===== src/rtl/serial_add_sub.sv =====
// Bit-serial adder/subtractor: one full-adder slice per cycle, LSB first.
// Results and flags are held from one completed operation until the next completes.
module serial_add_sub #(
    parameter int unsigned WIDTH = 32
) (
    input  logic             clk,
    input  logic             rst,
    input  logic             in_valid,
    output logic             in_ready,
    input  logic [WIDTH-1:0] op_a,
    input  logic [WIDTH-1:0] op_b,
    input  logic             sub,
    output logic             out_valid,
    input  logic             out_ready,
    output logic [WIDTH-1:0] result,
    output logic             carry_out,
    output logic             overflow,
    output logic             zero
);

    localparam int unsigned CW = $clog2(WIDTH) + 1;

    localparam logic [1:0] IDLE = 2'd0;
    localparam logic [1:0] RUN  = 2'd1;
    localparam logic [1:0] DONE = 2'd2;

    logic [1:0]       state_q;
    logic [1:0]       state_d;
    logic [WIDTH-1:0] a_q;
    logic [WIDTH-1:0] b_q;
    logic [WIDTH-2:0] sum_q;
    logic             carry_q;
    logic [CW-1:0]    cnt_q;

    logic             last_c;
    logic             sum_c;
    logic             cout_c;
    logic [WIDTH-1:0] res_c;

    // Single full-adder slice on the current LSBs; partial sum fills from the MSB side
    always_comb begin
        sum_c  = a_q[0] ^ b_q[0] ^ carry_q;
        cout_c = (a_q[0] & b_q[0]) | (a_q[0] & carry_q) | (b_q[0] & carry_q);
        res_c  = {sum_c, sum_q};
        last_c = (cnt_q == CW'(WIDTH - 1));
    end

    // Next-state logic
    always_comb begin
        state_d = state_q;
        case (state_q)
            IDLE:    if (in_valid)  state_d = RUN;
            RUN:     if (last_c)    state_d = DONE;
            DONE:    if (out_ready) state_d = IDLE;
            default:                state_d = IDLE;
        endcase
    end

    // State, datapath and registered outputs
    always_ff @(posedge clk) begin
        if (rst) begin
            state_q   <= IDLE;
            in_ready  <= 1'b1;
            out_valid <= 1'b0;
            a_q       <= '0;
            b_q       <= '0;
            sum_q     <= '0;
            carry_q   <= 1'b0;
            cnt_q     <= '0;
            result    <= '0;
            carry_out <= 1'b0;
            overflow  <= 1'b0;
            zero      <= 1'b1;
        end else begin
            state_q   <= state_d;
            in_ready  <= (state_d == IDLE);
            out_valid <= (state_d == DONE);
            case (state_q)
                IDLE: begin
                    if (in_valid) begin
                        a_q     <= op_a;
                        b_q     <= op_b ^ {WIDTH{sub}};
                        carry_q <= sub;
                        cnt_q   <= '0;
                    end
                end
                RUN: begin
                    a_q     <= a_q >> 1;
                    b_q     <= b_q >> 1;
                    sum_q   <= res_c[WIDTH-1:1];
                    carry_q <= cout_c;
                    cnt_q   <= cnt_q + CW'(1);
                    if (last_c) begin
                        result    <= res_c;
                        zero      <= (res_c == '0);
                        carry_out <= cout_c;
                        overflow  <= carry_q ^ cout_c;
                    end
                end
                default: ;
            endcase
        end
    end

endmodule


===== config.mk =====
export PLATFORM = sky130hd
export DESIGN_NAME = serial_add_sub
export DESIGN_NICKNAME = d
export VERILOG_FILES = /design/src/rtl/serial_add_sub.sv
export SDC_FILE = /design/constraint.sdc
export NUM_CORES = 1
export LEC_CHECK = 0
export BUFFER_PORTS_ARGS = -buffer_cell sky130_fd_sc_hd__buf_4
export CORE_ASPECT_RATIO = 1.2
export CORE_MARGIN = 3
export CORE_UTILIZATION = 55
export CTS_CLUSTER_DIAMETER = 40
export DETAILED_ROUTE_END_ITERATION = 16
export PLACE_DENSITY = 0.79
export SYNTH_ARGS = -nofsm -noshare
export SYNTH_HDL_FRONTEND = slang
export SYNTH_SLANG_ARGS = --single-unit

===== constraint.sdc =====
create_clock -name clk -period 2.9 [get_ports clk]
set_clock_uncertainty 0.1 [all_clocks]
set_input_delay 0.87 -clock clk [delete_from_list [all_inputs] [get_ports clk]]
set_output_delay 0.87 -clock clk [all_outputs]
set_load 0.03 [all_outputs]

==> results list, run 1 <==
* Outcome: completed
- Total routing resource utilization after global routing: 0.230
* Min Clock Period, post-route: approximately 2.1 ns
- The floorplan step defined a die boundary enclosing approximately 12000 um^2.
* Nets in the synthesized netlist: 720
- First-pass DRT Iterations: 6
* Overall power after layout: ~0.0047 W
* GP Congestion: 0.815
- The detailed router finished its first iteration with 454 violations.
* CP endpoint kind: register
- Worst-case clock buffer depth: 2
* Latest clock arrival within the worst-skew pair: around 0.42 ns
- Post-route DRC violation count: 0
- Endpoint required time on the critical path: 3.15 ns
* GRT Residual Overflow: 0
* Number of buffers inserted by hold repair at cts: 0
- Wire length of the first global-routing pass: 22.1 mm
- Clock-pin slew on the worst setup and hold paths: 0.06 ns
- Antenna viol nets, final: 0
- The synthesized design contains about 140 register bits.
- Synth Instances: about 650
* Clock tree root driver cell: clkbuf_16
- Number of distinct library cell variants in the gate-level netlist after synthesis: 42
* Number of nets in the finished design: 792
- 0 antenna diodes ended up in the layout.
* Initial antenna violation count: 0
* Post-synth EDFFs: 0
- Number of sinks handled by clock tree synthesis: 141
- CP max stage delay: 0.67 ns
- Via count: 5091
- Static leakage: 2.74 nW
- The share of synthesized area in the top cell type comes to 0.496.
- The worst-case IR drop observed on VDD is 511 uV.
- The worst setup path is of the reg -> reg kind.
- Clock tree synthesis inserted a total of 17 buffers.
- Logic depth of the worst setup path including buffers: 3
* Via density per instance: 5.92
- Derived from the worst setup path, the maximum achievable clock frequency is 470 MHz.
- Post-synthesis sequential area ratio: 0.496
- Counting the fill cells in the layout gives 791.
* Cell with the largest stage delay on the worst path: dfxtp_1
- Across the run, the number of max-cap violations was 0.
* Warnings from Yosys: 0
- The worst setup path is launched from a register.
- Slew at the pin closest to its max-slew limit: 0.933 ns
- In the final layout, the share of cells above drive strength 1 is 0.210.
- For this configuration, the core starts out at a cell density of 0.566.
- Along the worst hold path, the cell count comes to 2.
- For the worst setup path, the data arrival time is 2.38 ns.
* Relative area change from synthesis to final layout: 24.4%
- Counting flops with an async set or reset pin after synthesis yields a share of 0.
- Mean Syn Cell Area: 8.77 um^2
- Setup repair after global routing left no endpoint under its margin.
- Worst-case register-to-register setup slack: ~0.77 ns
- Among all cell types in the netlist, the one instantiated most often is dfxtp_1.
* Worst hold path type: reg -> reg
* Top FF cell, synth: dfxtp_1
- Detailed placement finished with a half-perimeter wire length of 8.22 mm.
* Count of H-tree levels built during CTS: 4
- Placement Rows: 40
- Pin count of the biggest net entering global routing: about 110
- The floorplan step set the die width to 98.9 um.
- Ranked by total cell area, the synthesized netlist is headed by dfxtp_1, a21oi_1, o21ai_0.
- The mapped netlist covers between 5000 and 6000 um^2.
- TritonCTS built the clock tree.
- Count of final max-slew check failures: 0
- The signal on the critical path passes through nand3b_2 > or3_1 > a21oi_1.
- After clock tree synthesis, the setup repair step added 0 buffers.
- Of all nets on the critical path, the largest fanout is 36.
- Worst slew slack as a fraction of its limit: 0.377
- 106 I/O pins were placed.
- Power spread over the standard cell area amounts to about 670 nW/um^2.
- Post-CTS repair changed the size of 0 cells.
* Chip Height: between 100 and 150 um
- In the final routed layout, each cell accounts on average for 15.6 um.
- Post-detailed-routing wire length: 13.4 mm
- The largest total area in the synthesized netlist belongs to dfxtp_1.
* Final clock period utilization by the worst path: 0.734
- Port buffering added 105 buffers.
- The number of global-route vias before repair is 4741.
- The kind of cell with the highest combined delay along the critical path is simple AND/OR/NAND/NOR gates.
- Sum of negative setup slack: 0 ns
* Final hold vios: 0
- Setup violators final: 0
- Std-Cell Core Area: 10100 um^2
- Number of cells on the worst reg-to-reg path: 3
* Most instantiated cells after synthesis: dfxtp_1, a21oi_1, nand2_1, o21ai_0
* Number of buffers and inverters on the critical path: 0
## sequential cells by signal, indices dropped and copies added, names as in the netlist
signal	flops
zero	1
overflow	1
cnt_q	6
in_ready	1
out_valid	1
result	32
carry_out	1
state_q	2
carry_q	1
b_q	32
a_q	32
sum_q	31
## cell usage in the layout (no fill, tap or decap), types with 4 or more instances in the layout
cell type,synthesis,layout
o21ai_0,64,64
buf_4,6,115
clkinvlp_4,0,4
nand3_1,32,32
inv_1,7,7
xor2_1,32,32
a222oi_1,31,31
nor2_1,35,35
o22ai_1,32,32
clkbuf_16,0,17
a21oi_1,100,100
clkbuf_8,0,4
dfxtp_1,141,141
nor4_1,7,7
nand2_1,66,66
## metrics by stage
stage	util	instances	setup WS [ns]	cell area, um^2	hold WS, ns
global route	0.704	860	0.585	7080	0.395
detailed placement	0.642	828	0.745	6460	0.367
CTS	0.704	860	0.734	7080	0.375
finish	0.704	860	0.773	7080	0.375
global placement	0.642	828	0.818	6460	0.364
floorplan	-	649	0.954	5690	0.349
## routing by layer
layer | GRT usage | routed length (um) | vias to the layer above
met5 | 0 | 0 | -
met3 | 0.0658 | 766 | 20
met1 | 0.296 | 5780 | 2382
met2 | 0.368 | 6620 | 184
met4 | 0.0811 | 244 | 0
li1 | - | - | 2505
## cell type report
| class | count | area (um^2) | share of cell area |
|---|---|---|---|
| clock buffer | 23 | 488 | 0.0689 |
| clock inverter | 9 | 134 | 0.0189 |
| inverter | 7 | 26.3 | 0.00371 |
| multi-input combinational | 437 | 2550 | 0.360 |
| sequential | 141 | 2820 | 0.399 |
| tap | 126 | 158 | 0.0223 |
| timing repair buffer | 117 | 903 | 0.128 |
## cells by family (layout without fill, tap and decap cells)
family                     Yosys count  after routing  share of synthesized area
AOI/OAI and AO/OA                  244            244                      0.259
buffers and inverters               71            156                     0.0591
and+or+nand+nor                    158            158                      0.130
adders and majority gates            2              2                    0.00571
DFF                                141            141                      0.496
xor gates and xnor gates            33             33                     0.0508
## worst paths after layout
| path | start | to |
|---|---|---|
| setup / recovery | state_q[0] | cnt_q[4] |
| hold / removal | result[4] | result[4] |
| setup reg to reg | state_q[0] | cnt_q[4] |
| hold reg to reg | result[4] | result[4] |
## power breakdown
group / internal (W) / switching, W / total [W] / leakage, nW
Sequential: 0.00202 / 0.0000466 / 0.00206 / 1.15
Combinational: 0.000187 / 0.000219 / 0.000406 / 1.29
Clock: 0.00144 / 0.000807 / 0.00225 / 0.292
## tightest hold or removal path: stages (launching register included)
cell and delay (ns):
dfxtp_1 0.30, o21ai_0 0.06, a21oi_1 0.06
No activity file was read; power rests on OpenSTA's default activity.
==> run 2, diff against run 1 <==
- ABC_AREA: default -> 1
- clock period: 2.9 -> 2.2 ns (I/O delays scaled with it)
==> results list, run 2 <==
* Initial detailed-routing violation count: 238 (-48%)
- Summed area of non-filler cells in the final layout: 7460 um^2 (+5.3%)
- The worst reg-to-reg path cell count came to 9 (+6).
* Logic depth of the worst setup path including buffers: 9 (+6)
* Post-route DRC violation count: 0 (unchanged)
- Via count of the first global-routing pass: 5059 (+6.7%)
- The remaining global-route overflow came to 0 (unchanged).
- Number of placed I/O pins: 106 (unchanged)
- The combined buffer and inverter count along the critical path came to 4 (+4).
- CTS tree: yes
- The via count is 5372 (+5.5%).
* Number of buffers created by CTS: 17 (unchanged)
- Top post-synthesis cells by area: dfxtp_1, nand2_1, a21oi_1
- Worst slew slack as a fraction of its limit: 0.706 (+0.329)
- Non-Filler Instances: 1027 (+19%)
* Antenna Cells: 0 (unchanged)
- The number of levels the H-tree was split into came to 4 (unchanged).
* IO Port Bufs: 105 (unchanged)
- The height of the die was 120 um (+2.0%).
- The post-cts gate resize count is 0 (unchanged).
* Final hold vios: 0 (unchanged)
- The timing-limited maximum frequency came to 556 MHz (+18%).
* Average wire per standard cell: 12.5 um (-20%)
- Maximum Capacitance Violations: 0 (unchanged)
* Synthesized flop and latch total: 141 (unchanged)
* Number of distinct library cell variants in the gate-level netlist after synthesis: 29 (-31%)
- The sink count of the clock tree is 141 (unchanged).
- The routed length on met3 is 707 um (-7.7%).
- Proportion of layout cells with a drive suffix above 1: 0.175 (-0.0344)
- The fraction of registers with async set/reset was 0 (unchanged).
- The warning count from the yosys run was 0 (unchanged).
* Placed cells: 995 (+20%)
- The number of rows created at floorplan came to 40 (unchanged).
- The global placement routability congestion is 0.807 (-0.93%).
* Sum of negative setup slack: 0 ns (unchanged)
- Overall die area: 12100 um^2 (+4.0%)
* Post-synth EDFFs: 0 (unchanged)
* Slew at the pin closest to its max-slew limit: 0.442 ns (-0.492 ns)
* Most used cell, CP: nand2_1
* Buffers inserted by post-CTS timing repair: 0 (unchanged)
* Mean Syn Cell Area: 7.38 um^2 (-16%)
- The latest clock arrival within the worst-skew pair came to 0.41 ns (about the same).
- Setup repair after global routing left no endpoint under its margin.
- The starting utilization of the core area is 0.578 (+0.0124).
- The cell count of the worst hold path was 2 (unchanged).
- The die width was 101 um (+2.0%).
* Number of buffers inserted by hold repair at cts: 0 (unchanged)
- Area fraction of the dominant cell type after synthesis: 0.476 (-0.0201)
- The leakage power of the design came to 3.31 nW (+21%).
- Initial antenna violation count: 0 (unchanged)
- The most used flip-flop cell after synthesis is dfxtp_1.
* Delay-heaviest family, CP: simple AND/OR/NAND/NOR gates
* Crit path setup slack, layout: 0.403 ns (-0.370 ns)
- The total global routing track utilization was 0.216 (-0.0146).
- Relative area change from synthesis to final layout: 25.7%
- CP max FO: 64 (+78%)
- Min Clock Period, post-route: 1.80 ns (-0.330 ns)
* Topmost layer with routed signal wires: met4
- The worst setup path is launched from a register.
- Met2 wire len: 6.34 mm (-4.2%)
- Netlist area before placement: 5930 um^2 (+4.2%)
- Commonest cells after routing, fill and taps aside: nand2_1, dfxtp_1, buf_4, inv_1, a21oi_1
- The sequential fraction of the synthesis area is 0.476 (-0.0201).
- CP max stage delay: 0.42 ns (-0.25 ns)
- Top-count cell post-synth: nand2_1
- The maximum buffer depth of the clock tree is 2 (unchanged).
* Hold Worst Slack: 0.342 ns (-0.0337 ns)
- The area of the core was 10300 um^2 (+2.0%).
- Crit path DAT: 2.05 ns (-0.33 ns)
- Pwr per Cell Area: 887 nW/um^2 (+33%)
- The number of iterations in the first detailed-routing pass is 5 (-1).
* Clock tree root driver cell: clkbuf_16
- The net count after synthesis is 875 (+22%).
- Critical path, cell by cell: inv_2 > nand2_1 > nand2_2 > inv_2 > buf_12 > nand2_1 > nand3_1 > nand2_1 > inv_1
* Largest registers: a_q x32, b_q x32, result x32
* Outcome: completed
- Yosys top cell by area: dfxtp_1
* Pin count of the biggest net entering global routing: 68 (-37%)
* Cell with the largest stage delay on the worst path: dfxtp_1
- The post-route clock period utilization came to 0.817 (+0.0833).
* M1 wire length: 5.50 mm (-4.9%)
- The detail-routed via count per cell came to 5.23 (-12%).
* Pre-CTS setup slack: 0.313 ns (-0.433 ns)
- Setup violators final: 0 (unchanged)
- The library cell used most frequently in the layout, excluding fill and tap cells, is nand2_1.
- Number of nets in the finished design: 959 (+21%)
- The critical path is of the reg -> reg type.
- The total count of max-transition violations in the final report came to 0 (unchanged).
- Worst hold path type: reg -> reg
- The placed wire-length estimate is 8.30 mm (+0.98%).
- The critical path required time came to 2.46 ns (-0.69 ns).
* Post-detailed-routing wire length: 12.8 mm (-4.5%)
- The instance area after placement came to 6780 um^2 (+4.9%).
- Worst vdd rail ir drop: 539 uV (+5.6%)
- Most instantiated cells after synthesis: nand2_1, dfxtp_1, inv_1, a21oi_1, o21ai_0
- CP endpoint kind: register
* Synth Instances: 804 (+24%)
- Wire length of the first global-routing pass: 21.5 mm (-3.0%)
- Antenna viol nets, final: 0 (unchanged)
- Clock-pin slew on the worst setup and hold paths: 0.06 ns (about the same)
[run 2: cell type report]
class	instances	area (um^2)
clock buffers	21	470
inverters	96	360
well taps	126	158
flip-flops and latches	141	2820
fillers	802	2800
clock inverters	11	211
repair buffers	118	936
multi-input cells	514	2500
[run 2: layer usage]
layer  track usage  vias up
li1              -     2722
met1         0.261     2463
met2         0.367      158
met3        0.0500       29
met4        0.0817        0
met5             0        -
[run 2: path summary, 6_finish.rpt]
| kind | start | endpoint | slack [ns] |
|---|---|---|---|
| min | result[5] | result[5] | 0.34 |
| min reg2reg | result[5] | result[5] | 0.34 |
| max reg2reg | state_q[1] | b_q[6] | 0.40 |
| max | state_q[1] | b_q[6] | 0.40 |
[run 2: logic make-up after synthesis]
family,share of synthesized area
XOR/XNOR,0.0487
buffers and inverters,0.105
flip-flops,0.476
AND/OR/NAND/NOR,0.194
AO/OA/AOI/OAI,0.171
adder cells (fa/ha/maj),0.00548
[run 2: stage by stage]
step           total power (W)  utilization
2_1_floorplan          0.00320            -
3_3_place_gp           0.00339        0.660
5_1_grt                0.00686        0.727
4_1_cts                0.00666        0.727
6_report               0.00662        0.727
3_5_place_dp           0.00342        0.660
[run 2: tightest hold or removal path, cell delays in order, from the launching register on]
cell     delay [ns]
dfxtp_1        0.30
inv_1          0.05
a21oi_1        0.05
[run 2: power breakdown]
part	total [W]	leakage [nW]	switching (W)	internal, W
Combinational	0.000614	1.83	0.000352	0.000261
Clock	0.00324	0.333	0.00103	0.00221
Sequential	0.00276	1.15	0.0000743	0.00268
Total	0.00662	3.31	0.00146	0.00516
